File: src/rtl/vga_timing.sv
// Raster timing generator: walks a configurable h/v raster one pixel per enabled clock
// and presents registered sync, data-enable, coordinates, strobes and a frame counter.
module vga_timing #(
  parameter int frontporch_h = 16,
  parameter int sync_h       = 96,
  parameter int backporch_h  = 48,
  parameter int active_h     = 640,
  parameter int frontporch_v = 10,
  parameter int sync_v       = 2,
  parameter int backporch_v  = 33,
  parameter int active_v     = 480,
  parameter bit sync_pol     = 1'b0,
  localparam int total_h = active_h + frontporch_h + sync_h + backporch_h,
  localparam int total_v = active_v + frontporch_v + sync_v + backporch_v,
  localparam int HW = (total_h > 1) ? $clog2(total_h) : 1,
  localparam int VW = (total_v > 1) ? $clog2(total_v) : 1
) (
  input  logic          clk,
  input  logic          rst,
  input  logic          ce,
  output logic          hsync,
  output logic          vsync,
  output logic          de,
  output logic [HW-1:0] x,
  output logic [VW-1:0] y,
  output logic          line_start,
  output logic          frame_start,
  output logic [7:0]    frame_cnt
);

  localparam logic [HW-1:0] H_ACT  = HW'(active_h);
  localparam logic [HW-1:0] HS_BEG = HW'(active_h + frontporch_h);
  localparam logic [HW-1:0] HS_END = HW'(active_h + frontporch_h + sync_h);
  localparam logic [HW-1:0] H_LAST = HW'(total_h - 1);
  localparam logic [VW-1:0] V_ACT  = VW'(active_v);
  localparam logic [VW-1:0] VS_BEG = VW'(active_v + frontporch_v);
  localparam logic [VW-1:0] VS_END = VW'(active_v + frontporch_v + sync_v);
  localparam logic [VW-1:0] V_LAST = VW'(total_v - 1);

  logic [HW-1:0] px_p0;
  logic [VW-1:0] py_p0;
  logic          first_p0;
  logic          hs_nxt;
  logic          vs_nxt;
  logic          de_nxt;
  logic          ls_nxt;
  logic          fs_nxt;

  // Stage p0: decode the raster pointer into the values to present at the next enabled edge
  always_comb begin
    hs_nxt = ~sync_pol;
    vs_nxt = ~sync_pol;
    if (px_p0 >= HS_BEG && px_p0 < HS_END) hs_nxt = sync_pol;
    if (py_p0 >= VS_BEG && py_p0 < VS_END) vs_nxt = sync_pol;
    de_nxt = (px_p0 < H_ACT) && (py_p0 < V_ACT);
    ls_nxt = (px_p0 == '0);
    fs_nxt = (px_p0 == '0) && (py_p0 == '0);
  end

  // Stage p1: registered outputs, pointer advance and frame counting
  always_ff @(posedge clk) begin
    if (rst) begin
      px_p0       <= '0;
      py_p0       <= '0;
      first_p0    <= 1'b1;
      hsync       <= ~sync_pol;
      vsync       <= ~sync_pol;
      de          <= 1'b0;
      x           <= '0;
      y           <= '0;
      line_start  <= 1'b0;
      frame_start <= 1'b0;
      frame_cnt   <= 8'd0;
    end else if (ce) begin
      hsync       <= hs_nxt;
      vsync       <= vs_nxt;
      de          <= de_nxt;
      x           <= px_p0;
      y           <= py_p0;
      line_start  <= ls_nxt;
      frame_start <= fs_nxt;
      // The first frame after reset keeps frame_cnt at 0; later frame starts count.
      if (fs_nxt) begin
        if (first_p0) first_p0 <= 1'b0;
        else          frame_cnt <= frame_cnt + 8'd1;
      end
      if (px_p0 == H_LAST) begin
        px_p0 <= '0;
        py_p0 <= (py_p0 == V_LAST) ? '0 : py_p0 + VW'(1);
      end else begin
        px_p0 <= px_p0 + HW'(1);
      end
    end
  end

endmodule
File: config.mk
export PLATFORM = sky130hd
export DESIGN_NAME = vga_timing
export DESIGN_NICKNAME = d
export VERILOG_FILES = /design/src/rtl/vga_timing.sv
export SDC_FILE = /design/constraint.sdc
export NUM_CORES = 1
export LEC_CHECK = 0
export BUFFER_PORTS_ARGS = -buffer_cell sky130_fd_sc_hd__buf_2
export CAP_MARGIN = 20
export CORE_AREA = 2 2 78 80
export DETAILED_ROUTE_END_ITERATION = 7
export DIE_AREA = 0 0 80 82
export GPL_ROUTABILITY_DRIVEN = 0
export GPL_TIMING_DRIVEN = 0
export PLACE_DENSITY_LB_ADDON = 0.1
export SYNTH_ARGS = -nofsm -noshare
export SYNTH_HDL_FRONTEND = slang
export SYNTH_SLANG_ARGS = --single-unit
File: constraint.sdc
create_clock -name clk -period 2.9 [get_ports clk]
set_clock_uncertainty 0.1 [all_clocks]
set_input_delay 0.87 -clock clk [delete_from_list [all_inputs] [get_ports clk]]
set_output_delay 0.87 -clock clk [all_outputs]
set_load 0.1 [all_outputs]
* Word-level counts from Yosys, hierarchy flattened
Index checks and enable logic that the tools add are counted.
Widths: inputs -> output; s select.
** Storage, ports and cells
- Register bits after elaboration :: 54
- Bits of input ports :: 3
- Output and inout bits :: 33
** Operators by class
- $add $sub $neg :: 3
- Order comparisons :: 6
- Equal/unequal tests :: 2
- Multiplexer cells :: 4
- Bitwise gates (word level) :: 1
- Reduce and logical (&&, ||, !) cells :: 9
** Operator list (count)
- $add 10x1->10 const B :: 2
- $eq 10x10->1 const B :: 2
- $logic_not 10->1 :: 2
- $lt 10x10->1 const B :: 2
- $lt 10x9->1 const B :: 2
- $mux 10 :: 2
- $ge 10x10->1 const B :: 1
- $ge 10x9->1 const B :: 1
- $add 8x1->8 const B :: 1
- $logic_and 1x1->1 :: 4
- $reduce_and 2->1 :: 2
- $reduce_and 3->1 :: 1
- $mux 1 :: 2
- $not 1->1 :: 1

* Depth between registers and ports, before layout
- Depth after elaboration :: 3
- Mapped depth :: 7
- Gate-level depth less buffers :: 6

* Worst setup path before layout
No wires, ideal clock.
- Path type :: input -> register
- Start point :: input ce
- End point :: register frame_cnt[7]
- Setup time :: 0.121 ns
- Arrival :: 2.604 ns
- Required time :: 2.679 ns
- Slack :: 0.075 ns
- Cell stages on the path :: 5
- Path buffers :: 1
- Path through :: clkbuf_1 > or4b_1 > or4_4 > nor4_1 > mux2_2
** Between the ends
- Word-level cells in the longest chain between the ends :: 1
** RTL lines
- start: declaration :: RTL line 20 : input logic ce,
- $reduce_and 3->1 (no line)
- end signal: assignment :: RTL line 85 : else frame_cnt <= frame_cnt + 8'd1;
- end: declaration :: RTL line 28 : output logic [7:0] frame_cnt
No other way between the ends.
A chain may end at the register's enable or synchronous reset.

* Worst setup path in the final report
Ends and elaborated chain as after synthesis.

==> out/qor.csv <==
metric,value,unit
hold-path-cell-count,2,
grt_pass1_vias,1871,
antenna_left,0,
maxSlewViolCount,0,
met1_length,2870,µm
r2r_cells,6,
cts_hold_buf,0,
clkSinkCount,54,
synth-compound-area-share,8.22,%
insertion_delay,310,ps
drtPass1Iterations,4,
synth_cell_types,38,
hold_viol,0,
power.leakage,1.12,nW
yosys_most_used_dff,dfxtp_1,
overflow,0,
vdd_drop_max,0.000189,V
drive_gt1_share,15.5,%
synth_edf_count,0,
min_period,2670,ps
cts_made_buffers,5,
outcome,"complete, no violations",
root_buffer,clkbuf_8,
dp_hpwl,4070,µm
totalWireLength,5750,µm
yosys_register_bits,54,
die-width,80,µm
wl_met2,2520,µm
drv_cap,0,
power-per-cell-area,465,nW/µm²
num_rows,28,
vias,2088,
initial_core_util,42.6,%
io-pin-count,36,
p_total,1.30,mW
grt_pass1_wl,9340,µm
drc_errors,0,
postCtsSetupRepairBufs,0,
wl_met3,256,µm
finalInstanceArea,2810,µm²
multi_input_area,1240,µm²
synthMuxAreaShare,8.63,%
grt_max_degree,16,
portBuffers,34,
finalSetupViolCount,0,
startpoint_type,input port,
fin_crit_sh,92.0,%
die_y,82,µm
regToRegStartpoint,px_p0[0],
rr_endpoint,py_p0[2],
yosys.area_share.xor_xnor,3.93,%
globalRouteTotalUtil,18.6,%
synth_area_per_cell,8.94,µm²
hp-start,de,
fmax,375,MHz
r2r_setup_slack,320,ps
tightest_slew,897,ps
viasPerCell,5.34,
tns,0,ps
syn_to_final_growth,14.5,%
wl_per_cell,14.7,µm
holdCritPathClass,flip-flop to flip-flop,
num-fill-cells,583,
register_area,1080,µm²
synth_nets,283,
worstSetupPathType,input port to flip-flop,
synth_simple_gate_area_share,26.7,%
final_cell_count_no_fill,391,
cts_max_path_buffers,2,
die-area,6560,µm²
htree_num_levels,2,
cts_tree,yes,
synthAdderAreaFrac,3.06,%
antenna_found_initial,0,
required,3000,ps
async_flop_share,0,%
cp_max_fo,6,
place_area,2710,µm²
rsz0062_at_grt,no,
fp.coreArea,5750,µm²
cts_resized,0,
nets,324,
hold_end,de,
yosysWarnings,0,
diodes,0,
ys_seq_area_share,44.1,%
critPathCaptureType,flip-flop,
drt_iter0_drc,113,
cp.arrival,2770,ps
netlist_area,2450,µm²
dp_cells,383,
relSlewSlack,39.8,%
synth_top_family_by_area,simple AND/OR/NAND/NOR gates,
clk_pin_slew_worst_paths,90,ps
synthCells,274,
dr.max_layer_used,met4,
-- cells by family (layout without fill, tap and decap cells) --
kind of cell             count (synthesis)  after routing
flip-flops                              54             54
adder cells (fa/ha/maj)                  6              6
multiplexers                            21             21
AO/OA/AOI/OAI                           35             35
XOR/XNOR                                11             11
buffers and inverters                   30             72
AND/OR/NAND/NOR                        117            117
-- metrics by stage --
step,hold WS (ps),utilization [%],worst slack [ps]
after global routing,382,48.8,81.7
after global placement,349,47.2,-106
final,364,48.8,231
after detailed placement,354,47.2,-94.8
after CTS,368,48.8,245
after floorplan,341,-,74.8
-- state kept, by name, summed over array words and instances, names as in the netlist --
signal and count:
px_p0 10, py_p0 10, x 10, y 10
frame_cnt 8, de 1, first_p0 1, frame_start 1
hsync 1, line_start 1, vsync 1
-- worst max-delay path, cell delays in order --
cell and delay (ps):
clkbuf_1 150, or4b_1 500, or4_4 550, nor4_1 330, mux2_2 370
-- metal layers --
layer / track usage, % / vias to the layer above
met3: 4.62 / 9
met2: 28.1 / 49
li1: - / 1057
met1: 25.3 / 973
met5: 0 / -
met4: 7.46 / 0
-- power breakdown --
group / switching, mW / leakage [nW] / total [mW] / internal [mW]
Sequential: 0.00660 / 0.437 / 0.756 / 0.750
Clock: 0.239 / 0.0482 / 0.433 / 0.193
Combinational: 0.0860 / 0.638 / 0.115 / 0.0287
-- cell usage in the layout (no fill, tap or decap), types with 7 or more instances in the layout --
cell type,instances
a21oi_1,18
buf_1,7
buf_2,37
clkbuf_1,10
dfxtp_1,54
inv_1,9
mux2i_1,20
nand2_1,14
nand3_1,12
nand4_1,7
nor2_1,31
nor3_1,8
nor4_1,8
o21ai_0,8
or4_1,8
-- how the worst max path moves through the flow --
stage               start      endpoint  slack (ps)  depth (start not counted)
floorplan              ce  frame_cnt[7]          70                          5
global placement       ce  frame_cnt[7]        -110                          5
detailed placement     ce  frame_cnt[7]         -90                          5
CTS                    ce  frame_cnt[7]         250                          5
global route           ce      py_p0[2]          80                          6
finish                 ce  frame_cnt[7]         230                          5
-- synthesized netlist by cell type (2+ instances only) --
cell type / count / area [µm²]
and3_1: 3 / 18.8
and4_1: 3 / 26.3
or4b_1: 3 / 30.0
nor2_1: 31 / 116
o31ai_1: 5 / 37.5
or3_1: 6 / 37.5
nand2_1: 14 / 52.6
nand4b_1: 4 / 35.0
buf_1: 7 / 26.3
xnor2_1: 5 / 43.8
or4_4: 2 / 22.5
nand4_1: 7 / 43.8
buf_2: 3 / 15.0
nor3_1: 8 / 40.0
buf_6: 2 / 22.5
dfxtp_1: 54 / 1080
ha_1: 6 / 75.1
or4_1: 8 / 60.1
o21ai_0: 8 / 40.0
a21oi_1: 18 / 90.1
clkbuf_1: 9 / 33.8
nor2b_1: 2 / 12.5
xor2_1: 6 / 52.6
nor4_1: 8 / 50.1
nand3_1: 12 / 60.1
mux2i_1: 20 / 200
inv_1: 9 / 33.8
-- final cells by class --
type / count / area share, %
buffer: 21 / 3.48
clock buffer: 7 / 3.08
clock inverter: 1 / 0.178
inverter: 9 / 1.20
multi-input combinational: 190 / 44.1
sequential: 54 / 38.5
tap: 75 / 3.35
timing repair buffer: 34 / 6.07
Power figures use the tool's default switching activity.
